==> src/rtl/wb_ifetch.sv <==
// -----------------------------------------------------------------------------
// wb_ifetch -- Wishbone classic instruction fetch unit with a small
// first-word fall-through instruction buffer.
//
// Issues one word read at a time on a Wishbone classic bus. Each fetched word
// is pushed into a FIFO_DEPTH-entry buffer together with its address. Fetching
// pauses whenever the buffer would be full. A redirect flushes the buffer and
// restarts fetch at a new address. A redirect can arrive while a bus cycle is
// still open. In that case the open cycle is finished (DRAIN), its data is
// dropped, and then fetch restarts.
//
// Optional feature macro: IFETCH_ERR_EN
//   When defined, adds the wb_err_i port. An error termination pushes a
//   faulting entry and halts fetch until the next redirect. When undefined,
//   inst_fault_o is tied low and fetch never halts.
//
// Parameters
//   FIFO_DEPTH  instruction buffer entries (2..8)
//   RESET_PC    first fetch address after reset
//
// Ports
//   clk_i, rst_ni           clock, asynchronous active-low reset
//   redirect_i              flush buffer and restart fetch at redirect_pc_i
//   redirect_pc_i[31:0]     restart address (bits [1:0] ignored)
//   inst_valid_o            buffer head holds an instruction
//   inst_o[31:0]            head instruction word
//   inst_pc_o[31:0]         head instruction address
//   inst_fault_o            head entry came from a bus error
//   inst_ready_i            consumer pops the head when valid & ready
//   wb_cyc_o, wb_stb_o      Wishbone cycle/strobe (always equal)
//   wb_adr_o[29:0]          word address of the current fetch
//   wb_we_o, wb_sel_o[3:0]  constant read, all byte lanes
//   wb_dat_i[31:0]          read data, sampled on ack
//   wb_err_i                error termination (IFETCH_ERR_EN only)
//   wb_ack_i                normal termination
// -----------------------------------------------------------------------------
module wb_ifetch #(
  parameter int unsigned FIFO_DEPTH = 2,
  parameter logic [31:0] RESET_PC   = 32'h0000_0000
) (
  input  logic        clk_i,
  input  logic        rst_ni,
  input  logic        redirect_i,
  input  logic [31:0] redirect_pc_i,
  output logic        inst_valid_o,
  output logic [31:0] inst_o,
  output logic [31:0] inst_pc_o,
  output logic        inst_fault_o,
  input  logic        inst_ready_i,
  output logic        wb_cyc_o,
  output logic        wb_stb_o,
  output logic [29:0] wb_adr_o,
  output logic        wb_we_o,
  output logic [3:0]  wb_sel_o,
  input  logic [31:0] wb_dat_i,
`ifdef IFETCH_ERR_EN
  input  logic        wb_err_i,
`endif
  input  logic        wb_ack_i
);

  localparam int unsigned PTR_W = $clog2(FIFO_DEPTH);
  localparam int unsigned CNT_W = $clog2(FIFO_DEPTH + 1);
  localparam logic [CNT_W-1:0] DEPTH_C = CNT_W'(FIFO_DEPTH);
  localparam logic [PTR_W-1:0] LAST_C  = PTR_W'(FIFO_DEPTH - 1);

  typedef enum logic [1:0] {
    S_IDLE  = 2'd0,
    S_REQ   = 2'd1,
    S_DRAIN = 2'd2
  } state_e;

  state_e           state_q, state_d;
  logic [29:0]      pc_q, pc_d;            // word address being / to be fetched
  logic [29:0]      drain_pc_q, drain_pc_d; // restart address held during DRAIN
  logic             halt_q, halt_d;
  logic [PTR_W-1:0] rd_ptr_q, rd_ptr_d;
  logic [PTR_W-1:0] wr_ptr_q, wr_ptr_d;
  logic [CNT_W-1:0] count_q, count_d;

  logic             err_term;
  logic             bus_done;
  logic             push;
  logic             push_fault;
  logic             pop;
  logic [CNT_W-1:0] count_pp;
  logic [29:0]      redir_word;
  logic             unused_redirect_bits;

  logic [31:0] data_mem [FIFO_DEPTH];
  logic [31:0] pc_mem   [FIFO_DEPTH];

`ifdef IFETCH_ERR_EN
  logic        fault_mem [FIFO_DEPTH];
  assign err_term = wb_err_i;
`else
  assign err_term = 1'b0;
`endif

  function automatic logic [PTR_W-1:0] next_ptr(input logic [PTR_W-1:0] p);
    return (p == LAST_C) ? '0 : p + PTR_W'(1);
  endfunction

  // Byte-offset bits of the redirect address carry no meaning.
  assign unused_redirect_bits = ^redirect_pc_i[1:0];
  assign redir_word           = redirect_pc_i[31:2];

  assign bus_done = wb_ack_i | err_term;
  // A pop in the same cycle as a redirect is dropped: the flush wins.
  assign pop      = inst_valid_o & inst_ready_i & ~redirect_i;
  // Occupancy after a push in REQ; count_q < FIFO_DEPTH there, so no overflow.
  assign count_pp = count_q + CNT_W'(1) - CNT_W'(pop);

  // Fetch control: next state, fetch address, halt, and buffer push.
  always_comb begin
    state_d    = state_q;
    pc_d       = pc_q;
    drain_pc_d = drain_pc_q;
    halt_d     = halt_q;
    push       = 1'b0;
    push_fault = 1'b0;
    case (state_q)
      S_IDLE: begin
        if (redirect_i) begin
          pc_d    = redir_word;
          state_d = S_REQ;
        end else if (!halt_q && (count_q < DEPTH_C)) begin
          state_d = S_REQ;
        end
      end
      S_REQ: begin
        if (redirect_i) begin
          if (bus_done) begin
            pc_d = redir_word;           // terminating data is dropped
          end else begin
            drain_pc_d = redir_word;     // keep adr stable until termination
            state_d    = S_DRAIN;
          end
        end else if (err_term) begin
          push       = 1'b1;
          push_fault = 1'b1;
          halt_d     = 1'b1;
          state_d    = S_IDLE;
        end else if (wb_ack_i) begin
          push = 1'b1;
          pc_d = pc_q + 30'd1;
          if (count_pp >= DEPTH_C) begin
            state_d = S_IDLE;
          end
        end
      end
      S_DRAIN: begin
        if (bus_done) begin
          state_d = S_REQ;
          pc_d    = redirect_i ? redir_word : drain_pc_q;
        end else if (redirect_i) begin
          drain_pc_d = redir_word;       // latest redirect wins
        end
      end
      default: state_d = S_IDLE;
    endcase
    if (redirect_i) begin
      halt_d = 1'b0;
    end
  end

  // Buffer pointers and occupancy.
  always_comb begin
    rd_ptr_d = rd_ptr_q;
    wr_ptr_d = wr_ptr_q;
    count_d  = count_q;
    if (redirect_i) begin
      rd_ptr_d = '0;
      wr_ptr_d = '0;
      count_d  = '0;
    end else begin
      if (push) begin
        wr_ptr_d = next_ptr(wr_ptr_q);
      end
      if (pop) begin
        rd_ptr_d = next_ptr(rd_ptr_q);
      end
      count_d = count_q + CNT_W'(push) - CNT_W'(pop);
    end
  end

  always_ff @(posedge clk_i or negedge rst_ni) begin
    if (!rst_ni) begin
      state_q    <= S_IDLE;
      pc_q       <= RESET_PC[31:2];
      drain_pc_q <= RESET_PC[31:2];
      halt_q     <= 1'b0;
      rd_ptr_q   <= '0;
      wr_ptr_q   <= '0;
      count_q    <= '0;
    end else begin
      state_q    <= state_d;
      pc_q       <= pc_d;
      drain_pc_q <= drain_pc_d;
      halt_q     <= halt_d;
      rd_ptr_q   <= rd_ptr_d;
      wr_ptr_q   <= wr_ptr_d;
      count_q    <= count_d;
    end
  end

  // Buffer storage; contents are qualified by count_q so need no reset.
  always_ff @(posedge clk_i) begin
    if (push) begin
      data_mem[wr_ptr_q] <= push_fault ? 32'h0 : wb_dat_i;
      pc_mem[wr_ptr_q]   <= {pc_q, 2'b00};
`ifdef IFETCH_ERR_EN
      fault_mem[wr_ptr_q] <= push_fault;
`endif
    end
  end

  assign inst_valid_o = (count_q != '0);
  assign inst_o       = data_mem[rd_ptr_q];
  assign inst_pc_o    = pc_mem[rd_ptr_q];
`ifdef IFETCH_ERR_EN
  assign inst_fault_o = inst_valid_o & fault_mem[rd_ptr_q];
`else
  assign inst_fault_o = 1'b0;
`endif

  assign wb_cyc_o = (state_q != S_IDLE);
  assign wb_stb_o = wb_cyc_o;
  assign wb_adr_o = pc_q;
  assign wb_we_o  = 1'b0;
  assign wb_sel_o = 4'hF;

endmodule

==> config.mk <==
export PLATFORM = sky130hd
export DESIGN_NAME = wb_ifetch
export DESIGN_NICKNAME = d
export VERILOG_FILES = /design/src/rtl/wb_ifetch.sv
export SDC_FILE = /design/constraint.sdc
export NUM_CORES = 1
export LEC_CHECK = 0
export CORE_ASPECT_RATIO = 0.7
export CORE_MARGIN = 4
export CORE_UTILIZATION = 52
export DETAILED_ROUTE_END_ITERATION = 6
export PLACE_DENSITY = 0.86
export SYNTH_ARGS = -nofsm -noshare
export SYNTH_HDL_FRONTEND = slang
export SYNTH_SLANG_ARGS = --single-unit
==> constraint.sdc <==
create_clock -name clk_i -period 5.45 [get_ports clk_i]
set_input_delay 1.635 -clock clk_i [delete_from_list [all_inputs] [get_ports clk_i]]
set_output_delay 1.635 -clock clk_i [all_outputs]
set_load 0.05 [all_outputs]
; Word-level counts from Yosys, hierarchy flattened
; Memory sizes are Yosys's and may differ from the RTL's.
; Cells that the tools add are included.
[totals]
ff_bits = 66
mem_bits_rw = 124
out_inout_bits = 103
word_cells = 73
n_memories = 2
[op_classes]
add_sub_neg = 7
order_cmp = 2
eq_ne = 12
muxes = 31
bitwise = 3
n_reduce_logical = 10
[memory_table]
columns = memory, words, width, read_ports, rd_ports_with_merged_regs, write_ports, line
row1 = data_mem, 2, 32, 1, 0, 1, 90  ; logic [31:0] data_mem [FIFO_DEPTH];
row2 = pc_mem, 2, 30, 1, 0, 1, 91  ; logic [31:0] pc_mem [FIFO_DEPTH];
[ops]
columns = cell, count
row1 = $mux W30, 9
row2 = $pmux W30 S3, 1
row3 = $pmux W30 S2, 1
row4 = $add A30 B1 Y30 const B, 1
row5 = $mux W2, 8
row6 = $ne A2 B2 Y1 const B, 6
row7 = $ne A3 B3 Y1 const B, 4
row8 = $mux W1, 11
row9 = $reduce_bool A2 Y1, 5
row10 = $reduce_and A4 Y1, 2
row11 = $pmux W2 S3, 1
row12 = $reduce_and A5 Y1, 1
row13 = $sub A2 B1 Y2, 2
row14 = $reduce_bool A3 Y1, 1
row15 = $add A1 B1 Y1 const B, 2
row16 = $add A2 B1 Y2, 1
row17 = $add A2 B1 Y2 const B, 1
row18 = $and A1 B1 Y1, 2
row19 = $eq A2 B1 Y1 const B, 1
row20 = $eq A2 B2 Y1 const B, 1
row21 = $ge A2 B2 Y1 const B, 1
row22 = $logic_not A2 Y1, 1
row23 = $lt A2 B2 Y1 const B, 1
row24 = $not A1 Y1, 1

; Depth between registers and ports, before layout
; Gate-level depths: netlist of the first run.
[logic_depth]
ltp_word = 9
ltp_mapped = 10
ltp_nobuf = 9

; Worst setup path after synthesis of the first run
; Ideal clock, no wire load.
[synth_timing]
path_type = input -> register
from = in redirect_i
to = mem data_mem[0][0] (enable)
setup_time_ps = 482
arrival_time_ps = 4428
required_ps = 4968
path_slack_ps = 540
path_stages = 2
path_buffers = 0
path_cell_list = nand3b_1 -> nor2_1
[synth_via]
elab_chain_len = 4
[synth_lines]
columns = item, line
row1 = start: declaration, 43  ; input logic redirect_i,
row2 = $mux W1, 132  ; if (redirect_i) begin
row3 = $mux W1, 122  ; case (state_q)
row4 = $mux W1, 209  ; if (push) begin
row5 = $mux W1, 210  ; data_mem[wr_ptr_q] <= push_fault ? 32'h0 : wb_dat_i;
row6 = end: declaration, 90
; No other way between the ends.

; Final worst setup path of the first run
[layout_timing]
from = reg rd_ptr_q
to = out inst_pc_o[19]
[layout_via]
elab_chain_len = 1
[layout_lines]
columns = item, line
row1 = start: declaration, 77  ; logic [PTR_W-1:0] rd_ptr_q, rd_ptr_d;
row2 = start signal: assignment, 201  ; rd_ptr_q <= rd_ptr_d;
row3 = $mem_v2 Z2 W30, --
row4 = end: declaration, 47  ; output logic [31:0] inst_pc_o,
; No other way between the ends.

==> results.cfg, run 1 <==
[floorplan]
start_util_pct = 53.1
core_area_sq_um = 16300
chipWidth_um = 162
die_h_um = 116
fp.dieArea_sq_um = 18900
rows = 39
pin_count = 172

[synthesis]
synth_edf_count = 124
yosysMostFrequentCell = edfxtp_1
synth_compound_area_share_pct = 10.8
synth_top_area_share_pct = 42.9
yosysWarnings = 0
syn_area_per_cell_sq_um = 13.6
ys_seq_area_share_pct = 61.9
synth_area_leaders = edfxtp_1 (43%), dfrtp_1 (19%), mux2_2 (12%)
async_flop_share_pct = 34.7
synth_common_cells = edfxtp_1 (124), mux2_2 (94), dfrtp_1 (66), nor2_1 (59), o21ai_0 (34)
synth_area_sq_um = 8680
synth_cell_type_count = 79
ys_ff_latch = 190
yosys.area_share.adder_pct = 1.01
synth.mux.area_fraction_pct = 13.0
yosys.area_share.simple_pct = 9.08
ys.flop_type = edfxtp_1
synth_top_family_by_area = multiplexers
syn_inst = 638
synthXorXnorAreaFrac_pct = 0.605
yosysTopAreaCell = edfxtp_1

[power_and_ir_drop]
power-per-cell-area_nw_per_um2 = 571
p_leak_nw = 3.97
ir_worst_vdd_mv = 0.616

[sta]
layout_worst_path_cycle_share_pct = 82.4
fin_ws_ns = 0.961
relSlewSlack_pct = 34.5
fin_worst_skew_ns = 0.0110
rsz0062_at_grt = false
fmax_mhz = 223
drv_slew = 0
min_period_ns = 4.49
worstMarginPinSlew_ns = 0.982
setup_violations = 0
hold_viol = 0
setup_tns_ns = 0

[routing]
num_vias = 6193
routed_wl_mm = 21.1
drt_first_pass_iters = 5
viasPerCell = 6.00
route.detailed.wl_per_inst_um = 20.4
drtIter0Drc = 766
drc = 0
ant_nets = 0

[setup_path]
worstPathArrival_ns = 2.85
critPathRequiredTime_ns = 3.82
crit_slowest_cell = dfrtp_2
cp_max_fo = 35
regToRegSetupSlack_ns = 2.46
crit_path_end_kind = output pin
crit_type = reg2out
startpoint_type = register
cpPeakStageDelay_ns = 0.87
rr_worst_depth = 8
worstPathCellList = buf_4, mux2_2, clkdlybuf4s50_1

[finish]
layout.nets = 871
area_delta_synth_final_pct = 27.0
stdcell_count = 1033
post-route-util_pct = 67.5
n_fill_cell = 1135
drive_gt1_share_pct = 20.9

[clocking]
root_buffer = clkbuf_16
postCtsSetupBuffers = 0
cts_tree = built
numCtsBuffers = 17
cts_buffer_depth = 2
clock_latency_ns = 0.44
cts_sinks = 190
clk_pin_slew_ns = 0.07
holdBufCountCts = 0
post_cts_resized = 0
ctsHtreeMaxLevel = 4

[global_route]
grtUsageTotal_pct = 22.4
antenna_found_initial = 2
grt_max_degree = 41
grt_pass1_vias = 6189
grt-ovfl-total = 0
grt_pass1_wl_mm = 32.7

[placement]
preCtsSetupSlack_ns = 1.06
dpl.cell_count = 1001
portBuffers = 161
dp_hpwl_mm = 14.4
gp_congestion = 0.853

[worst_hold_path]
hold_depth = 1
hold_class = reg2reg

[run]
drv_cap = 0

[run_status]
outcome = finished, final reports clean
[path summary, 6_finish.rpt]
kind,startpoint,to
setup / recovery,rd_ptr_q,inst_pc_o[19]
hold reg to reg,drain_pc_q[5],drain_pc_q[5]
hold / removal,drain_pc_q[5],drain_pc_q[5]
setup reg to reg,state_q[0],wb_adr_o[13]
max in group asynchronous,rst_ni,drain_pc_q[7]
min in group asynchronous,rst_ni,drain_pc_q[28]
[routing by layer]
metal / track usage [%] / share of wire [%] / wire length (um) / up-vias
met5: 0 / 0.062 / 13 / -
met2: 34.6 / 46 / 9620 / 350
met4: 7.89 / 1.4 / 299 / 2
met1: 30.9 / 44 / 9200 / 3028
met3: 6.46 / 9.4 / 1990 / 38
li1: - / - / - / 2775
[final cells by class]
class	count	area [sq um]	area share, %
sequential	190	5380	48.8
multi-input combinational	401	3040	27.5
timing repair buffer	175	1720	15.6
clock buffer	17	425	3.86
tap	225	282	2.55
clock inverter	14	144	1.30
inverter	10	37.5	0.340
antenna	1	2.50	0.0227
[kinds of logic after synthesis]
kind of cell / after synthesis
flops: 190
simple gates: 150
compound gates: 129
mux: 101
buf+inv: 53
fa+ha+maj: 7
xor+xnor: 6
other cells: 2
[worst max-delay path: cells and delay by family, from the launching register on]
family,cells,cell delay (ns)
buffers and inverters,2,1.16
DFF,1,0.87
muxes,1,0.38
[report_power, final]
| group | switching, mW | total, mW | internal [mW] |
|---|---|---|---|
| combinational | 1.77 | 2.80 | 1.03 |
| sequential | 0.367 | 2.30 | 1.93 |
| clock | 0.592 | 1.20 | 0.610 |
| total | 2.72 | 6.30 | 3.58 |
[layout by cell type (no fill, tap or decap), drive strengths merged, types with 5 or more instances in the layout]
cell type,n
a221oi,11
conb,8
o311ai,5
a21oi,10
nand2,23
ha,7
clkbuf,17
buf,15
nand3,13
inv,19
nor3,12
and3,5
o22ai,8
o31ai,5
edfxtp,124
nand4,11
a22oi,8
dfrtp,66
nor2,61
clkdlybuf4s50,160
o21ai,37
mux2,97
a31oi,7
[flip-flops by register name, indices dropped and copies added, names as in the netlist]
name	cells
count_q	2
drain_pc_q	30
rd_ptr_q	1
pc_mem	60
data_mem	64
state_q	2
wr_ptr_q	1
wb_adr_o	30
[stage by stage]
step                cell area (sq um)  hold WS, ns  power (mW)
finish                          11000        0.506        6.30
global route                    11000        0.521        6.60
CTS                             11000        0.508        6.30
detailed placement              10500        0.484        5.10
global placement                10500        0.475        4.98
floorplan                        8700        0.465        4.23
Note: power is estimated with default switching activity, not from simulation.
==> inputs of run 2 (changes only) <==
- clock period: 5.45 -> 4.5 ns (I/O delays scaled with it)
==> run 2 against run 1 <==
  * Count of clock-buffer cells in the layout rose by 1
  * Sequential power rose by 21%
  * Non-clock buffer count rose by 2
  * Final cell count rose by 0.19%
  * Critical path type unchanged
==> results.cfg, run 2 (synthesis gave the netlist of run 1 again) <==
[floorplan]
rows = 39
core_area_sq_um = 16300
fp.dieArea_sq_um = 18900
start_util_pct = 53.1
pin_count = 172
die_h_um = 116
chipWidth_um = 162

[worst_hold_path]
hold_class = reg2reg
hold_depth = 1
holdPathEnd = drain_pc_q[25]
hp-start = drain_pc_q[25]

[power_and_ir_drop]
p_leak_nw = 3.99
p_comb_share_pct = 44.7
total_power_mw = 7.65
power-per-cell-area_nw_per_um2 = 692
ir_worst_vdd_mv = 0.719
p_clk_share_pct = 19.0
p_int_mw = 4.35
net-switching-power_mw = 3.30
p_sw_share_pct = 43.2
sequentialPowerShare_pct = 36.3

[sta]
layout_worst_path_cycle_share_pct = 87.9
fmax_mhz = 253
setup_violations = 0
min_period_ns = 3.96
relSlewSlack_pct = 35.3
hold_viol = 0
worstMarginPinSlew_ns = 0.971
rsz0062_at_grt = false
fin_hold_ws_ns = 0.504
fin_worst_skew_ns = 0.00756
drv_slew = 0
setup_tns_ns = 0

[finish]
final_common_cell = clkdlybuf4s50_1
largest_registers = data_mem x64, pc_mem x60
seqCellArea_sq_um = 5380
stdcell_area_sq_um = 11100
drive_gt1_share_pct = 21.1
layout_common_cells = clkdlybuf4s50_1 (160), edfxtp_1 (124), mux2_2 (94), dfrtp_1 (65), nor2_1 (58)
largest_reg_flops = 64
n_fill_cell = 1139
multi_input_area_sq_um = 3040
antenna_cells = 0
layout.nets = 873
post-route-util_pct = 67.6
area_delta_synth_final_pct = 27.3
largest-register = data_mem

[global_route]
top_usage_layer = met2
grt_use_met1_pct = 30.1
grt_util_met2_pct = 37.4
grt-ovfl-total = 0
grt_pass1_wl_mm = 33.3
grtUsageTotal_pct = 22.7
antenna_found_initial = 1
gr-usage-met3_pct = 6.17
grt_pass1_vias = 6396
grt_max_degree = 47

[setup_path]
startpoint_type = register
rr_endpoint = wb_adr_o[17]
cp_max_fo = 46
rr_worst_depth = 7
crit_type = reg2out
r2r-start = state_q[0]
worstPathArrival_ns = 2.61
regToRegSetupSlack_ns = 1.71
crit_path_end_kind = output pin
critPathRequiredTime_ns = 3.15

[clocking]
cts_tree = built
root_buffer = clkbuf_16
clk_pin_slew_ns = 0.07
ctsHtreeMaxLevel = 4
cts_sinks = 190
post_cts_resized = 0
postCtsSetupBuffers = 0
numCtsBuffers = 17
cts_buffer_depth = 2
clock_latency_ns = 0.43
holdBufCountCts = 0

[run]
drv_cap = 0

[placement]
place_area_sq_um = 10500
portBuffers = 161
dp_hpwl_mm = 14.6
gp_congestion = 0.919

[routing]
drc = 0
num_vias = 6270
drt_first_pass_iters = 6
route.detailed.wl_per_inst_um = 20.7
ant_nets = 0
routed_wl_mm = 21.4
viasPerCell = 6.06
drtIter0Drc = 657

[run_status]
outcome = finished, final reports clean
run 2: cell count changes in the layout (fill, tap and decap cells not counted):
cell / previous run / this run
buf_12: 1 / 2
buf_4: 13 / 14
clkbuf_1: 0 / 1
clkinv_2: 0 / 1
clkinv_4: 3 / 1
diode_2: 1 / 0
inv_6: 3 / 4
run 2: how the worst max path moves through the flow:
| stage | start | endpoint | slack (ns) |
|---|---|---|---|
| final | rd_ptr_q | inst_pc_o[15] | 0.54 |
| after global routing | rd_ptr_q | inst_pc_o[17] | 0.46 |
| after CTS | rd_ptr_q | inst_pc_o[15] | 0.51 |
| after detailed placement | redirect_i | wb_adr_o[12] | 0.68 |
| after global placement | redirect_i | wb_adr_o[8] | 0.84 |
| after floorplan | redirect_i | data_mem[1][0] | 0.67 |
run 2: power groups by stage:
stage                     Sequential [mW]  Combinational, mW  Clock (mW)
after floorplan                      3.10               2.03           0
after global placement               2.76               3.28           0
after detailed placement             2.81               3.39           0
after CTS                            2.77               3.41        1.48
after global routing                 2.83               3.60        1.56
final                                2.78               3.42        1.46
run 2: critical path, cell delays in order, from the launching register on:
cell and delay (ns):
dfrtp_2 0.68, buf_12 0.33, mux2_2 0.39, clkdlybuf4s50_1 0.73
run 2: cell type report:
| type | instances | area share (%) |
|---|---|---|
| flip-flops and latches | 190 | 48.6 |
| multi-input cells | 401 | 27.5 |
| repair buffers | 177 | 15.8 |
| clock buffers | 18 | 3.88 |
| well taps | 225 | 2.55 |
| clock inverters | 14 | 1.27 |
| inverters | 10 | 0.340 |
run 2: layer usage:
layer / wire, um / share of wire, %
met5: 13 / 0.061
met4: 310 / 1.4
met3: 2070 / 9.7
met2: 10200 / 48
met1: 8850 / 41
run 2: per-stage QoR:
step                      std cells  worst slack (ns)
after global routing           1035             0.459
after global placement         1003             0.835
after CTS                      1035             0.509
after detailed placement       1003             0.677
final                          1035             0.544
after floorplan                 644             0.673
